### config.mk
export PLATFORM = sky130hd
export DESIGN_NAME = submdl_deser8
export DESIGN_NICKNAME = d
export VERILOG_FILES = /design/src/rtl/submdl_deser8.sv
export SDC_FILE = /design/constraint.sdc
export NUM_CORES = 1
export LEC_CHECK = 0
export CORE_MARGIN = 4
export CORE_UTILIZATION = 50
export DETAILED_ROUTE_END_ITERATION = 7
export GPL_TIMING_DRIVEN = 0
export PLACE_DENSITY = 0.75
export SLEW_MARGIN = 10
export SYNTH_ARGS = -nofsm -noshare
export SYNTH_HDL_FRONTEND = slang
export SYNTH_SLANG_ARGS = --single-unit
### constraint.sdc
create_clock -name i_CLK -period 1.95 [get_ports i_CLK]
set_input_delay 0.39 -clock i_CLK [delete_from_list [all_inputs] [get_ports i_CLK]]
set_output_delay 0.39 -clock i_CLK [all_outputs]
set_load 0.05 [all_outputs]
### src/rtl/submdl_deser8.sv
// submdl_deser8: serial-to-byte assembler driven by an 8-phase one-hot rotator.
// Bits are packed LSB first. Completed bytes are queued in a small FIFO with a
// valid/ready output, and the rotator is held off while the FIFO is near full.
// Frame position, overrun and phase errors are tracked alongside the data.
module submdl_deser8 #(
  parameter int DEPTH     = 2,
  parameter int FRAME_LEN = 64
) (
  input  logic       i_CLK,
  input  logic       i_RST_n,
  input  logic       i_CEN_n,
  input  logic [7:0] i_ROT8,
  input  logic       i_SDATA,
  output logic       o_STOP_n,
  output logic [7:0] o_DATA,
  output logic       o_LAST,
  output logic       o_VALID,
  input  logic       i_READY,
  input  logic       i_CLR,
  output logic       o_OVR,
  output logic       o_PHERR
);

  localparam int PW = $clog2(DEPTH);
  localparam int CW = $clog2(DEPTH + 1);
  localparam int FW = (FRAME_LEN > 1) ? $clog2(FRAME_LEN) : 1;
  localparam logic [CW-1:0] DEPTH_C     = CW'(DEPTH);
  localparam logic [CW-1:0] NEAR_FULL_C = CW'(DEPTH - 1);
  localparam logic [PW-1:0] PTR_MAX_C   = PW'(DEPTH - 1);
  localparam logic [FW-1:0] FC_LAST_C   = FW'(FRAME_LEN - 1);

  // Byte assembly state: data bits for phases 0..6 and which of them were seen.
  logic [6:0]    sr_reg, sr_next;
  logic [6:0]    m_reg, m_next;
  logic [FW-1:0] fc_reg;

  // FIFO storage: {last, byte} per entry.
  logic [8:0]    mem [DEPTH];
  logic [PW-1:0] wr_ptr_reg, rd_ptr_reg, rd_inc, wr_inc, rd_sel;
  logic [CW-1:0] count_reg, count_next, vis_next;

  logic          valid_reg, last_reg, ovr_reg, pherr_reg;
  logic [7:0]    data_reg;

  logic          sample, rot_multi, byte_done, phase_err;
  logic          pop, push_ok, ovr_evt;
  logic [8:0]    push_word;

  // Phase decode; an all-zero vector is idle, a multi-hot vector is an error.
  assign sample    = ~i_CEN_n && (i_ROT8 != 8'h00);
  assign rot_multi = |(i_ROT8 & (i_ROT8 - 8'd1));
  assign byte_done = sample && !rot_multi && i_ROT8[7] && (m_reg == 7'h7F);
  assign phase_err = sample && (rot_multi || (i_ROT8[7] && (m_reg != 7'h7F)));
  assign push_word = {(fc_reg == FC_LAST_C), i_SDATA, sr_reg};

  // Pop is not gated by the clock enable; a push into a full FIFO is still
  // accepted when a pop frees the head slot on the same edge.
  assign pop     = valid_reg && i_READY;
  assign push_ok = byte_done && ((count_reg != DEPTH_C) || pop);
  assign ovr_evt = byte_done && (count_reg == DEPTH_C) && !pop;

  assign rd_inc = (rd_ptr_reg == PTR_MAX_C) ? '0 : rd_ptr_reg + PW'(1);
  assign wr_inc = (wr_ptr_reg == PTR_MAX_C) ? '0 : wr_ptr_reg + PW'(1);
  assign rd_sel = pop ? rd_inc : rd_ptr_reg;

  // Entries written before this edge, minus the one being popped, are what the
  // output register may show next; a byte pushed on this edge appears one later.
  assign vis_next = count_reg - CW'(pop);

  // Per-phase bit capture; phase 7 or a multi-hot vector restarts the byte.
  genvar gi;
  generate
    for (gi = 0; gi < 7; gi++) begin : g_bit
      assign sr_next[gi] = (sample && !rot_multi && i_ROT8[gi]) ? i_SDATA : sr_reg[gi];
      assign m_next[gi]  = (sample && (rot_multi || i_ROT8[7])) ? 1'b0 :
                           (sample && i_ROT8[gi])               ? 1'b1 : m_reg[gi];
    end
  endgenerate

  // FIFO occupancy after this edge's push and pop.
  always_comb begin
    count_next = count_reg;
    if (push_ok && !pop) begin
      count_next = count_reg + CW'(1);
    end else if (!push_ok && pop) begin
      count_next = count_reg - CW'(1);
    end
  end

  // Sample-side state: shift register, seen mask and frame counter.
  always_ff @(posedge i_CLK or negedge i_RST_n) begin
    if (!i_RST_n) begin
      sr_reg <= '0;
      m_reg  <= '0;
      fc_reg <= '0;
    end else begin
      sr_reg <= sr_next;
      m_reg  <= m_next;
      if (byte_done) begin
        fc_reg <= (fc_reg == FC_LAST_C) ? '0 : fc_reg + FW'(1);
      end
    end
  end

  // FIFO storage write; no reset so it can map onto distributed RAM.
  always_ff @(posedge i_CLK) begin
    if (push_ok) begin
      mem[wr_ptr_reg] <= push_word;
    end
  end

  // FIFO pointers, count and the registered head outputs.
  always_ff @(posedge i_CLK or negedge i_RST_n) begin
    if (!i_RST_n) begin
      wr_ptr_reg <= '0;
      rd_ptr_reg <= '0;
      count_reg  <= '0;
      valid_reg  <= 1'b0;
      data_reg   <= 8'h00;
      last_reg   <= 1'b0;
    end else begin
      if (push_ok) begin
        wr_ptr_reg <= wr_inc;
      end
      if (pop) begin
        rd_ptr_reg <= rd_inc;
      end
      count_reg <= count_next;
      valid_reg <= (vis_next != '0);
      if (vis_next != '0) begin
        data_reg <= mem[rd_sel][7:0];
        last_reg <= mem[rd_sel][8];
      end
    end
  end

  // Sticky flags; a set event on the same edge as a clear keeps the flag high.
  always_ff @(posedge i_CLK or negedge i_RST_n) begin
    if (!i_RST_n) begin
      ovr_reg   <= 1'b0;
      pherr_reg <= 1'b0;
    end else begin
      if (ovr_evt) begin
        ovr_reg <= 1'b1;
      end else if (i_CLR) begin
        ovr_reg <= 1'b0;
      end
      if (phase_err) begin
        pherr_reg <= 1'b1;
      end else if (i_CLR) begin
        pherr_reg <= 1'b0;
      end
    end
  end

  // One slot stays reserved for a rotation that is already in flight.
  assign o_STOP_n = ~(count_reg >= NEAR_FULL_C);
  assign o_DATA   = data_reg;
  assign o_LAST   = last_reg;
  assign o_VALID  = valid_reg;
  assign o_OVR    = ovr_reg;
  assign o_PHERR  = pherr_reg;

endmodule

==> impl_metrics.ini, run 1 <==
[outcome]
run_status = completed

[cells_and_area]
drive_gt1_share_pct = 25.2
final_common_cell = dfrtp_1
final_cell_mix = 36 x dfrtp_1, 18 x edfxtp_1, 15 x nand2_1, 15 x clkdlybuf4s50_1, 14 x nor2_1
synthToLayoutAreaGrowth_pct = 28.2
max_flop_register = mem
largest_reg_flops = 18
antenna_cells = 0
nFillCells = 345
stdcell_count = 290
fin_nets = 255
stdcell_area_sq_um = 3050

[timing]
worst_pin_slew_ns = 0.791
tns_ns = 0
skew_ns = 0.00985
post-route-period-util_pct = 97.8
fin_crit_ns = 1.91
hold_violations = 0
slew_violations = 0
timing.fmax_ghz = 0.524
slew_headroom_pct = 47.2
layout_setup_ws_ns = 0.0426
rsz0062_at_grt = yes
setup_viol = 0

[critical_path]
slowest_stage = or4_4
cp-start-kind = input pin
cp_cell_sequence = buf_12 > or3_4 > or4_4 > a31oi_4 > nand3_2 > mux2_4
crit_arrival_ns = 2.11
path_class = in -> reg
worst_setup_path_end_kind = flip-flop
critPathMaxStageDelay_ns = 0.51
crit_family = simple AND/OR/NAND/NOR gates
rr_startpoint = m_reg[4]
path_max_fanout = 8
crit_buf_inv = 1
startpoint = i_ROT8[0]
worstPathRequired_ns = 2.15

[synthesis]
synthCells = 194
syn_area_sq_um = 2380
async_flop_share_pct = 66.7
synth_ff_type = dfrtp_1
ys_ff_latch = 54
synth_edf_count = 18
yosysTopAreaCell = dfrtp_1
seq_area_frac_synth_pct = 60.5
syn-num-nets = 212
synth_top_area_share_pct = 37.8
syn_avg_cell_area_sq_um = 12.3
synth.area.top_cells = dfrtp_1 38%, edfxtp_1 23%, mux2i_1 3.8%, mux2_1 2.4%, nand2_1 2.4%
yosysWarnings = 0
ys_types = 51

[route]
routed_wl_mm = 4.31
drcViolationCount = 0
drt_iter0_markers = 39
vias = 1607
vias_per_cell = 5.54
routedWlPerCell_um = 14.9
ant_nets = 0
dr.pass1.iters = 4

[placement]
routabilityCongestion = 0.859
port_buffers = 24
dp_hpwl_mm = 2.89
place_ws_ns = -0.921
dp.cells = 270
dpl-instance-area_sq_um = 2760

[global_route]
track_usage_pct = 15.8
grt_max_degree = 37
grt_pass1_vias = 1523
grt-ovfl-total = 0
grt_first_pass_wirelength_mm = 7.36
grt_antenna_before_repair = 0

[floorplan]
start_util_pct = 53.2
die_h_um = 77.0
fp.dieW_um = 77.0
fp-row-count = 24
core_region_area_sq_um = 4470
die-area_sq_um = 5930
pin_count = 27

[clocking]
cts.sinks = 54
cts_hold_buf = 0
cts_made_buffers = 5
cts.clk_slew.worst_paths_ns = 0.09
cts-root-buf = clkbuf_8
cts_tree = built
cts.htree.levels = 2
clkLatencyLatePin_ns = 0.31
cts_buffer_depth = 2

[flow_run]
maxCapViolCount = 0

[power]
ir_worst_vdd_mv = 0.450
leakagePower_nw = 1.37
powerDensity_nw_per_um2 = 1040
power_mw = 3.17

[min_path]
hold_path_class = in -> async
## timing repair
item,CTS,global route
buffers inserted,9,3
gates cloned,2,0
endpoints found under the setup margin,43,31
resized for setup,41,6
pin swaps,10,6
## path summary, 6_finish.rpt
kind / endpoint / slack, ns / cells after the start
worst max register to register: count_reg[1] / 0.08 / 8
max in group asynchronous: m_reg[6] / 1.29 / 1
worst max-delay path: sr_reg[3] / 0.04 / 6
worst min register to register: mem[0][1] / 0.47 / 0
worst min-delay path: count_reg[0] / 0.16 / 1
min in group i_CLK: m_reg[2] / 0.37 / 3
## layout make-up
class,instances,area [sq um],area share (%)
flip-flops and latches,54,1440,47.2
multi-input cells,127,983,32.2
repair buffers,35,325,10.7
clock buffers,6,82.6,2.70
well taps,52,65.1,2.13
plain buffers,5,61.3,2.01
clock inverters,2,60.1,1.97
inverters,9,33.8,1.11
## report_power, final
| part | switching [mW] | internal, mW |
|---|---|---|
| registers | 0.0837 | 1.29 |
| clock network | 0.348 | 0.547 |
| logic | 0.565 | 0.329 |
| total | 0.996 | 2.17 |
## cell usage after synthesis, types with 3 or more instances
library cell,n
mux2_1,5
nor3_1,3
nand3_1,7
ha_1,4
o21ai_0,11
dfrtp_1,36
edfxtp_1,18
inv_1,9
a21oi_1,10
mux2i_1,9
xor2_1,4
nand2_1,15
nand4_1,5
nor2_1,15
## kinds of logic (layout without fill, tap and decap cells)
kind of cell	after synthesis	after routing	share of synthesized area, %
multiplexers	17	17	7.72
AO/OA/AOI/OAI	37	37	10.2
XOR/XNOR	6	6	2.52
buffers and inverters	14	57	2.73
adder cells (fa/ha/maj)	5	5	2.52
AND/OR/NAND/NOR	61	62	13.7
flip-flops	54	54	60.5
## metal layers
metal | vias to the layer above | wire length (um) | GRT usage (%)
met5 | - | 0 | 0
met4 | 0 | 99 | 7.30
met1 | 770 | 1850 | 19.1
met3 | 9 | 168 | 3.51
li1 | 789 | - | -
met2 | 39 | 2190 | 27.0
## through the flow
step / util [%] / hold slack, ns
after floorplan: - / 0.0944
after global placement: 61.7 / 0.445
after detailed placement: 61.6 / 0.454
after CTS: 68.0 / 0.182
after global routing: 68.2 / 0.223
final: 68.2 / 0.158
Power figures use the tool's default switching activity.
==> inputs of run 2 (changes only) <==
--- a/config.mk
+++ b/config.mk
@@ -5,6 +5,7 @@
 export SDC_FILE = /design/constraint.sdc
 export NUM_CORES = 1
 export LEC_CHECK = 0
+export CORE_ASPECT_RATIO = 1.25
 export CORE_MARGIN = 4
 export CORE_UTILIZATION = 50
 export DETAILED_ROUTE_END_ITERATION = 7
==> impl_metrics.ini, run 2 (synthesized netlist as in run 1, its figures left out) <==
[min_path]
hold_path_class = in -> async

[timing]
tns_ns = -0.384
hold_violations = 0
holdWs_ns = 0.165
post-route-period-util_pct = 102
rsz0062_at_grt = yes
slew_violations = 0
slew_headroom_pct = 47.3
timing.fmax_ghz = 0.504
skew_ns = 0.00600
fin_crit_ns = 1.99
layout_setup_ws_ns = -0.0355
worst_pin_slew_ns = 0.790
setup_viol = 18

[cells_and_area]
final_common_cell = dfrtp_1
stdcell_count = 302
synthToLayoutAreaGrowth_pct = 27.2
max_flop_register = mem
final_cell_mix = 36 x dfrtp_1, 18 x buf_4, 18 x edfxtp_1
antenna_cells = 0
postLayoutCoreUtil_pct = 67.4
nFillCells = 349
drive_gt1_share_pct = 26.2
fin_nets = 261
largest_reg_flops = 18

[outcome]
failed_checks = negative setup slack
run_status = complete, but fails checks

[floorplan]
start_util_pct = 53.0
fp.dieW_um = 69.7
die_h_um = 85.2
die-area_sq_um = 5940
pin_count = 27
fp-row-count = 27
core_region_area_sq_um = 4490

[route]
dr.pass1.iters = 4
drcViolationCount = 0
vias = 1646
ant_nets = 0
drt_iter0_markers = 55
routed_wl_mm = 4.24
routedWlPerCell_um = 14.0
vias_per_cell = 5.45

[critical_path]
rr_startpoint = m_reg[4]
startpoint = i_ROT8[2]
cp-start-kind = input pin
path_class = in -> reg
path_max_fanout = 5
worst_setup_path_end_kind = flip-flop
worstPathRequired_ns = 1.95
crit_arrival_ns = 1.99

[clocking]
cts.sinks = 54
clkLatencyLatePin_ns = 0.30
cts.clk_slew.worst_paths_ns = 0.09
cts-root-buf = clkbuf_8
cts_made_buffers = 5
cts_tree = built
cts.htree.levels = 2
cts_buffer_depth = 2

[global_route]
grt-ovfl-total = 0
grt_antenna_before_repair = 0
grt_max_degree = 37
grt_first_pass_wirelength_mm = 7.36
track_usage_pct = 15.4
grt_pass1_vias = 1575

[placement]
dp.cells = 276
port_buffers = 24
routabilityCongestion = 0.783
place_ws_ns = -0.886
dp_hpwl_mm = 2.79

[flow_run]
maxCapViolCount = 0

[power]
ir_worst_vdd_mv = 0.588
leakagePower_nw = 1.29
powerDensity_nw_per_um2 = 1110
==> run 2: path summary, 6_finish.rpt <==
kind                               to  slack, ns  cells after the start
setup / recovery            mem[0][0]      -0.04                      6
hold / removal             rd_ptr_reg       0.17                      1
setup reg to reg            mem[0][0]       0.04                      5
hold reg to reg             mem[0][5]       0.47                      0
max in group asynchronous    m_reg[4]       1.29                      1
min in group i_CLK           m_reg[1]       0.37                      3
==> run 2: critical path: stages <==
cell and delay [ns]:
buf_12 0.10, nor4_4 0.31, nand2_1 0.11, or4b_4 0.57, a21oi_4 0.23, nor2b_4 0.27
==> run 2: per-stage QoR <==
step	power (mW)	cell area, sq um
after floorplan	1.99	2460
after global placement	2.24	2770
after detailed placement	2.27	2760
after CTS	3.36	2980
after global routing	3.55	3030
final	3.35	3030
==> run 2: final cells by class <==
| cell class | count | area, sq um | area share [%] |
|---|---|---|---|
| flip-flops and latches | 54 | 1440 | 47.6 |
| multi-input cells | 127 | 982 | 32.4 |
| plain buffers | 5 | 56.3 | 1.86 |
| clock inverters | 2 | 15.0 | 0.496 |
| inverters | 9 | 33.8 | 1.12 |
| repair buffers | 41 | 354 | 11.7 |
| well taps | 58 | 72.6 | 2.40 |
| clock buffers | 6 | 72.6 | 2.40 |
==> run 2: routing by layer <==
layer | GRT usage (%) | vias up | wire length, um
met1 | 18.5 | 799 | 1730
met2 | 27.8 | 43 | 2260
met5 | 0 | - | 0
met4 | 4.53 | 0 | 63
li1 | - | 797 | -
met3 | 3.44 | 7 | 191
==> run 2: what timing repair did <==
item | CTS | global route
hold buffers | 0 | 0
gates cloned | 1 | 0
resized for setup | 35 | 7
buffers inserted | 14 | 4
endpoints found under the setup margin | 51 | 37
pin swaps | 11 | 6
==> run 2: power by group <==
part           internal, mW  switching (mW)
Sequential             1.35           0.107
Combinational         0.478           0.815
Clock                 0.253           0.348
==> inputs of run 3 (changes only) <==
--- a/config.mk
+++ b/config.mk
@@ -5,6 +5,7 @@
 export SDC_FILE = /design/constraint.sdc
 export NUM_CORES = 1
 export LEC_CHECK = 0
+export CAP_MARGIN = 5
 export CORE_ASPECT_RATIO = 1.25
 export CORE_MARGIN = 4
 export CORE_UTILIZATION = 50
==> results of run 3 <==
Same layout as run 2: the final DEF is identical, and so are final timing and power.
